### config.mk
export PLATFORM = sky130hd
export DESIGN_NAME = bin_thresh_ctrl
export DESIGN_NICKNAME = d
export VERILOG_FILES = /design/src/rtl/bin_thresh_ctrl.sv
export SDC_FILE = /design/constraint.sdc
export NUM_CORES = 1
export LEC_CHECK = 0
export CAP_MARGIN = 20
export CORE_MARGIN = 1.5
export CORE_UTILIZATION = 39
export DETAILED_ROUTE_END_ITERATION = 10
export HOLD_SLACK_MARGIN = 0.1
export SYNTH_ARGS = -nofsm -noshare
export SYNTH_HDL_FRONTEND = slang
export SYNTH_SLANG_ARGS = --single-unit
### constraint.sdc
create_clock -name clk -period 6.2 [get_ports clk]
set_clock_uncertainty 0.2 [all_clocks]
set_input_delay 1.55 -clock clk [delete_from_list [all_inputs] [get_ports clk]]
set_output_delay 1.55 -clock clk [all_outputs]
set_load 0.01 [all_outputs]
### src/rtl/bin_thresh_ctrl.sv
`default_nettype none
// ============================================================================
//  Module      : bin_thresh_ctrl
//  Description : Per-frame threshold controller for the Y-to-binary stage.
//                Accumulates the luma of each frame and divides the sum by
//                the pixel count to get the mean. Then forwards either a
//                fixed CPU threshold or (mean + signed offset), clamped.
//                The threshold only changes on the vsync falling edge.
//                Optional macro BIN_THRESH_HYST_EN: in auto mode a new
//                result is applied only if it differs from the current
//                threshold by at least HYST.
//  Revision    : 1.0 - initial release
// ============================================================================
module bin_thresh_ctrl #(
    parameter int PIX_W      = 21,
    parameter int DEF_THRESH = 125,
    parameter int HYST       = 4
) (
    input  logic       clk,
    input  logic       rst,
    input  logic       pre_frame_vsync,
    input  logic       pre_frame_de,
    input  logic [7:0] img_y,
    input  logic       cfg_wr,
    input  logic       cfg_auto,
    input  logic [7:0] cfg_thresh,
    input  logic [7:0] cfg_offset,
    output logic [7:0] threshold,
    output logic       thresh_upd,
    output logic [7:0] mean_y,
    output logic       busy,
    output logic       ovr
);

    localparam int         c_SUM_W      = PIX_W + 8;
    localparam logic [7:0] c_DEF_THRESH = 8'(DEF_THRESH);

`ifdef BIN_THRESH_HYST_EN
    localparam bit c_HYST_EN = 1'b1;
`else
    localparam bit c_HYST_EN = 1'b0;
`endif

    typedef enum logic [1:0] {
        S_ACCUM = 2'd0,
        S_DIV   = 2'd1,
        S_ADJ   = 2'd2,
        S_HOLD  = 2'd3
    } state_t;

    state_t               r_state;

    // vsync edge detection
    logic                 r_vs_d;
    logic                 w_rise;
    logic                 w_fall;

    // shadow configuration
    logic                 r_sh_auto;
    logic [7:0]           r_sh_thresh;
    logic [7:0]           r_sh_off;

    // accumulator
    logic [c_SUM_W-1:0]   r_sum;
    logic [PIX_W-1:0]     r_cnt;
    logic                 r_inval;
    logic                 w_cnt_full;

    // restoring divider
    logic [c_SUM_W-1:0]   r_rem;
    logic [c_SUM_W-1:0]   r_dvs;
    logic [7:0]           r_quo;
    logic [2:0]           r_step;
    logic                 r_skip;
    logic                 w_rem_ge;
    logic [c_SUM_W-1:0]   w_rem_sub;

    // result path
    logic [9:0]           w_adj;
    logic [7:0]           w_clamp;
    logic [7:0]           r_res;
    logic                 r_res_vld;
    logic [8:0]           w_delta;
    logic                 w_hyst_ok;
    logic                 w_overrun;

    // registered outputs
    logic [7:0]           r_threshold;
    logic                 r_upd;
    logic [7:0]           r_mean;
    logic                 r_ovr;

    assign w_rise = pre_frame_vsync & ~r_vs_d;
    assign w_fall = ~pre_frame_vsync & r_vs_d;

    assign w_cnt_full = &r_cnt;

    assign w_rem_ge  = (r_rem >= r_dvs);
    assign w_rem_sub = r_rem - r_dvs;

    // mean + signed offset in 10-bit signed arithmetic, then clamp to 0..255
    assign w_adj   = {2'b00, r_quo} + {{2{r_sh_off[7]}}, r_sh_off};
    assign w_clamp = w_adj[9] ? 8'd0 : (w_adj[8] ? 8'hFF : w_adj[7:0]);

    // distance between the pending auto result and the active threshold
    assign w_delta = (r_res >= r_threshold) ? {1'b0, r_res - r_threshold}
                                            : {1'b0, r_threshold - r_res};
    // with hysteresis disabled every valid result passes
    assign w_hyst_ok = ~c_HYST_EN | (w_delta >= 9'(HYST));

    // a fall while the divider is still working means this frame's result is lost
    assign w_overrun = (r_state == S_DIV) || (r_state == S_ADJ);

    // vsync delay register for edge detection
    always_ff @(posedge clk) begin
        if (rst) begin
            r_vs_d <= 1'b0;
        end else begin
            r_vs_d <= pre_frame_vsync;
        end
    end

    // CPU shadow registers, writable at any time
    always_ff @(posedge clk) begin
        if (rst) begin
            r_sh_auto   <= 1'b0;
            r_sh_thresh <= c_DEF_THRESH;
            r_sh_off    <= 8'd0;
        end else if (cfg_wr) begin
            r_sh_auto   <= cfg_auto;
            r_sh_thresh <= cfg_thresh;
            r_sh_off    <= cfg_offset;
        end
    end

    // frame FSM: accumulate, divide, adjust, hold; frame boundary on vsync fall
    always_ff @(posedge clk) begin
        if (rst) begin
            r_state     <= S_ACCUM;
            r_sum       <= '0;
            r_cnt       <= '0;
            r_inval     <= 1'b0;
            r_rem       <= '0;
            r_dvs       <= '0;
            r_quo       <= 8'd0;
            r_step      <= 3'd0;
            r_skip      <= 1'b0;
            r_res       <= c_DEF_THRESH;
            r_res_vld   <= 1'b0;
            r_threshold <= c_DEF_THRESH;
            r_upd       <= 1'b0;
            r_mean      <= 8'd0;
            r_ovr       <= 1'b0;
        end else begin
            r_upd <= 1'b0;
            if (cfg_wr) begin
                r_ovr <= 1'b0;
            end

            if (w_fall) begin
                // frame boundary: load the threshold and restart accumulation
                r_upd     <= 1'b1;
                r_sum     <= '0;
                r_cnt     <= '0;
                r_inval   <= 1'b0;
                r_res_vld <= 1'b0;
                r_state   <= S_ACCUM;
                if (w_overrun) begin
                    r_ovr <= 1'b1;
                end
                if (!r_sh_auto) begin
                    r_threshold <= r_sh_thresh;
                end else if (r_res_vld && !w_overrun && w_hyst_ok) begin
                    r_threshold <= r_res;
                end
            end else begin
                case (r_state)
                    S_ACCUM: begin
                        if (w_rise) begin
                            // freeze the frame totals into the divider
                            r_rem   <= r_sum;
                            r_dvs   <= {1'b0, r_cnt, 7'd0};
                            r_quo   <= 8'd0;
                            r_step  <= 3'd0;
                            r_skip  <= (r_cnt == '0) || r_inval;
                            r_state <= S_DIV;
                        end else if (pre_frame_de && !pre_frame_vsync) begin
                            if (w_cnt_full) begin
                                r_inval <= 1'b1;
                            end else begin
                                r_sum <= r_sum + c_SUM_W'(img_y);
                                r_cnt <= r_cnt + PIX_W'(1);
                            end
                        end
                    end
                    S_DIV: begin
                        // one quotient bit per cycle, MSB first; the mean never exceeds 255
                        if (w_rem_ge) begin
                            r_rem <= w_rem_sub;
                            r_quo <= {r_quo[6:0], 1'b1};
                        end else begin
                            r_quo <= {r_quo[6:0], 1'b0};
                        end
                        r_dvs  <= r_dvs >> 1;
                        r_step <= r_step + 3'd1;
                        if (r_step == 3'd7) begin
                            r_state <= S_ADJ;
                        end
                    end
                    S_ADJ: begin
                        // empty or invalid frames keep the previous mean and result
                        if (!r_skip) begin
                            r_mean    <= r_quo;
                            r_res     <= w_clamp;
                            r_res_vld <= 1'b1;
                        end
                        r_state <= S_HOLD;
                    end
                    S_HOLD: begin
                        r_state <= S_HOLD;
                    end
                    default: begin
                        r_state <= S_ACCUM;
                    end
                endcase
            end
        end
    end

    assign threshold  = r_threshold;
    assign thresh_upd = r_upd;
    assign mean_y     = r_mean;
    assign ovr        = r_ovr;
    assign busy       = (r_state == S_DIV) || (r_state == S_ADJ);

endmodule
`default_nettype wire
; Word-level counts from Yosys, hierarchy flattened
; Index checks and enable logic that the tools add are counted.
[totals]
reg_bits = 168
inputBits = 30
out_inout_bits = 19
wordCells = 83
[classes]
addsub = 5
magnitude_cmp = 1
n_eq_ne = 8
n_mux = 21
bitwise_logic = 8
n_reduce_logical = 21
[ops]
columns = operator, n
row1 = case mux 29 bit (2 select lines), 2
row2 = two-way mux 29 bit, 3
row3 = two-way mux 8 bit, 5
row4 = adder 29 x 8 -> 29 bit, 1
row5 = greater-or-equal comparator 29 bit, 1
row6 = subtractor 29 bit, 1
row7 = AND reduction 24 bit, 1
row8 = "adder 21 x 1 -> 21 bit, second input constant", 1
row9 = zero test 21 bit, 1
row10 = AND reduction 21 bit, 1
row11 = case mux 8 bit (2 select lines), 1
row12 = adder 9 x 8 -> 10 bit, 1
row13 = AND reduction 3 bit, 3
row14 = AND reduction 4 bit, 2
row15 = "!= test 2 bit, second input constant", 3
row16 = NOT 1 bit, 6
row17 = case mux 2 bit (3 select lines), 1
row18 = case mux 3 bit (2 select lines), 1
row19 = AND reduction 2 bit, 3
row20 = two-way mux 1 bit, 5
row21 = "== test 2 bit, second input constant", 2
row22 = two-way mux 2 bit, 2
row23 = OR reduction 2 bit, 2
row24 = "adder 3 x 1 -> 3 bit, second input constant", 1
row25 = other kinds (10), 14

; Longest topological paths before layout
[depth]
word_depth = 6
depth_mapped = 12
mapped_depth_nobuf = 12

; Worst setup path before layout
; No wires, ideal clock.
[synth_timing]
kind = input port to flip-flop
start = input port img_y[0]
end = register r_sum[20]
setup_ns = 0.128
t_arrival_ns = 3.593
required_time_ns = 5.872
setup_slack_ns = 2.280
path_stages = 11
path_buffers = 0
cell_sequence = ha_1 inv_1 fa_1 nor2b_1 o21ai_0 a21boi_0 o21ai_0 a2111oi_1 nand2_1 xnor2_1 nor2_1
[synth_between]
elab_chain_cells = 1
[synth_rtl]
columns = element, line
row1 = "start, declared", 23  ; input logic [7:0] img_y,
row2 = adder 29 x 8 -> 29 bit, 191  ; r_sum <= r_sum + c_SUM_W'(img_y);
row3 = "end signal, assigned", 191
row4 = "end, declared", 64  ; logic [c_SUM_W-1:0] r_sum;
; No other way between the ends.
; A chain may end at the register's enable or synchronous reset.

; Worst setup path in the final report
; Ends and elaborated chain as after synthesis.

==> metrics.md <==
| Metric | Value |
|---|---|
| Status | `finished clean` |
| Syn nets | `roughly 1200` |
| Vias in the first global route | `7277` |
| Sequential share of power | `25.4%` |
| Placed insts | `1468` |
| GRT Total Usage | `between 10% and 20%` |
| Inserted Clock Buffers | `17` |
| Post-synthesis cell type with the largest combined area | `dfxtp_1` |
| Vias per inst | `5.323` |
| # diodes | `0` |
| Post_cts resized | `0` |
| Synthesis-to-layout area growth | `14.48%` |
| Final setup vio count | `0` |
| Share of total power in the clock network | `approximately a fifth` |
| Pins Over Slew Limit | `0` |
| Power per cell area | `500.4 nW/um^2` |
| Ys flop type | `dfxtp_1` |
| Syn Area/Cell | `~8.3 um^2` |
| Full die area | `25170 um^2` |
| Critical Path Start | `img_y[0]` |
| CTS Sinks | `~170` |
| P_int | `just over 3 mW` |
| Mux cell area share after synthesis | `~6.5%` |
| TritonCTS clock tree | `built` |
| Drt total wl | `around 24000 um` |
| Post-synthesis adder-cell area fraction | `under 10%` |
| Pin count of the biggest net entering global routing | `between 60 and 70` |
| Highest routed layer | `met4` |
| WL met2 | `10930 um` |
| Switching Fraction | `between 40 and 50%` |
| Core Box Area | `23610 um^2` |
| Post-Synth XOR/XNOR Area | `roughly 6.5%` |
| Crit. End Element | `register` |
| Setup bufs post-CTS | `0` |
| Max VDD drop | `roughly 0.00025 V` |
| Initial core utilization | `between 40% and 50%` |
| Highest clock rate | `0.2341 GHz` |
| Synth area leaders | `dfxtp_1, ha_1, mux2i_1, nor2_1, a21oi_1` |
| Clk Latency, worst-skew pair | `0.43 ns` |
| Clock slew seen by the registers of the worst setup and hold paths | `approximately 0.070 ns` |
| CP Class | `input pin to register` |
| Post-synth EDFFs | `0` |
| P_sw | `2.387 mW` |
| CP startpoint kind | `input pin` |
| Site Rows | `between 50 and 60` |
| Port bufs | `between 40 and 50` |
| Synthesized flop and latch total | `between 150 and 200` |
| Clk root buf | `clkbuf_16` |
| Synth Warn # | `0` |
| Worst Hold Launch | `mean_y[5]$_SDFFE_PP0P_` |
| Final min period | `4.272 ns` |
| CTS Hold Buffers Added | `0` |
| I/O pin total | `a little under 50` |
| Max cap viols | `0` |
| Die X-Extent | `around 160 um` |
| Setup TNS | `0 ns` |
| Post-synth ARST share | `0%` |
| ANT nets after route | `0` |
| H-tree depth | `4` |
| Routed len/inst | `16.11 um` |
| Post-synthesis sequential area ratio | `between 30% and 40%` |
| Slew HR | `between 40 and 50%` |
| Wire length on met1 | `between 10000 and 15000 um` |
| Distinct cell type count after synthesis | `63` |
| Simple-Gate Fraction of Synth Area | `20.76%` |
| Leak | `roughly 4.1 nW` |
| Fin nets | `about 1300` |
| Crit path max fanout | `5` |
| Share of cells above drive strength 1 | `about 6.8%` |
| Number of detailed-route iterations in the first pass | `5` |
| Die Y | `between 150 and 200 um` |
| Grt ovf | `0` |
| Top cell type's share of synthesized area | `about 35%` |
| Fin. Hold Viols | `0` |
| Combinational share of power | `55.2%` |
| Global-route wire length before repair | `38630 um` |
| Clk buf depth | `2` |
| Drc violations | `0` |
| Largest family of logic cells by synthesized area | `simple AND/OR/NAND/NOR gates` |
| Non-filler instance count after layout | `about 1500` |
| Reg-to-Reg Start | `r_rem[0]$_SDFFE_PP0P_` |
| WHS | `between 0.2 and 0.3 ns` |
| DR WL met3 | `~660 um` |
| Worst Tran Pin Value | `~0.84 ns` |
| Cell count after synthesis | `approximately 1100` |
| Hpwl dp | `~17000 um` |
| Initial antenna violation count | `0` |
| Worst EP arrival | `~4.4 ns` |
| Compound-Gate Fraction of Synth Area | `approximately a fifth` |
| WP data required | `roughly 6.3 ns` |
| Final period util | `around 69%` |
| DR iter-0 viols | `between 400 and 500` |
| Gpl congestion | `~0.84` |
| Total number of vias | `7995` |
| RSZ-0062 raised after global routing | `false` |
| Worst min path class | `register to register` |
| Syn Std Cell Area | `9450 um^2` |
-- metrics by stage --
step | worst slack [ns] | cell area, um^2 | util [%] | total power, mW
6_report | 1.928 | 10820 | 45.82 | 5.414
5_1_grt | 1.705 | 10820 | 45.82 | 5.815
4_1_cts | 1.917 | 10800 | 45.72 | 5.419
3_5_place_dp | 1.487 | 10220 | 43.27 | 4.349
3_3_place_gp | 1.474 | 10220 | 43.27 | 4.319
2_1_floorplan | 2.280 | 9450 | - | 3.697
-- worst max-delay path, stage by stage --
cell	delay [ns]
clkdlybuf4s50_1	0.50
ha_1	0.19
inv_1	0.06
fa_1	0.40
nor2b_1	0.12
o21ai_0	0.09
a21boi_0	0.22
o21ai_0	0.18
a2111oi_1	0.54
buf_4	0.25
nand2_1	0.07
xnor2_1	0.14
nor2_1	0.05
-- cells by family after synthesis --
| family | after synthesis |
|---|---|
| simple gates | 429 |
| compound gates | 253 |
| flops | 167 |
| buf+inv | 103 |
| xor+xnor | 70 |
| mux | 61 |
| fa+ha+maj | 57 |
-- worst paths after layout --
kind | end | slack, ns | cells after the start
setup / recovery | r_sum[20]$_SDFFE_PP0P_ | 1.93 | 13
hold reg to reg | mean_y[5]$_SDFFE_PP0P_ | 0.26 | 2
setup reg to reg | r_rem[28]$_SDFFE_PP0P_ | 2.84 | 12
hold / removal | mean_y[5]$_SDFFE_PP0P_ | 0.26 | 2
-- power by group through the flow --
stage          Combinational (mW)  Clock [mW]  Sequential (mW)
2_1_floorplan                2.35           0             1.35
3_3_place_gp                 2.93           0             1.39
3_5_place_dp                 2.96           0             1.39
4_1_cts                      2.97        1.07             1.37
5_1_grt                      3.30        1.12             1.39
6_report                     2.99        1.05             1.37
-- registers in the layout (all words and copies together) (netlist names) --
register / count
r_rem: 29
r_sum: 29
r_dvs: 28
r_cnt: 21
mean_y: 8
r_quo: 8
r_res: 8
r_sh_off: 8
r_sh_thresh: 8
threshold: 8
r_step: 3
r_state: 2
ovr: 1
r_inval: 1
r_res_vld: 1
r_sh_auto: 1
r_skip: 1
r_vs_d: 1
thresh_upd: 1
-- metal layers --
layer / vias to the layer above / GRT usage [%]
li1: 4067 / -
met1: 3807 / 29.05
met2: 112 / 30.44
met3: 9 / 2.586
met4: 0 / 4.539
met5: - / 0
-- synth_stat cells, types with 13 or more instances --
| cell | n |
|---|---|
| xor2_1 | 34 |
| nor2_1 | 157 |
| and3_1 | 20 |
| a211oi_1 | 25 |
| dfxtp_1 | 167 |
| nor2b_1 | 24 |
| mux2i_1 | 61 |
| a21oi_1 | 94 |
| a21o_1 | 16 |
| nor3_1 | 20 |
| ha_1 | 54 |
| a211oi_2 | 20 |
| a211o_1 | 13 |
| nand2_1 | 113 |
| clkbuf_1 | 41 |
| o21ai_0 | 32 |
| nand3_1 | 38 |
| xnor2_1 | 36 |
| inv_1 | 49 |
-- final cells by class --
cell class                 count  area, um^2
fill                        2386       12790
sequential                   167        3343
clock inverter                14       140.1
inverter                      50       187.7
tap                          319       399.1
clock buffer                  18       439.2
multi-input combinational    870        5704
timing repair buffer          64       605.6
-- cells in the final DEF, fill, tap and decap left out, types with 32 or more instances in the layout --
cell | netlist | layout
clkdlybuf4s50_1 | 0 | 47
xnor2_1 | 36 | 36
dfxtp_1 | 167 | 167
xor2_1 | 34 | 34
a21oi_1 | 94 | 94
nand2_1 | 113 | 113
inv_1 | 49 | 49
nand3_1 | 38 | 38
mux2i_1 | 61 | 61
nor2_1 | 157 | 157
o21ai_0 | 32 | 32
ha_1 | 54 | 53
No activity file was read; power rests on OpenSTA's default activity.
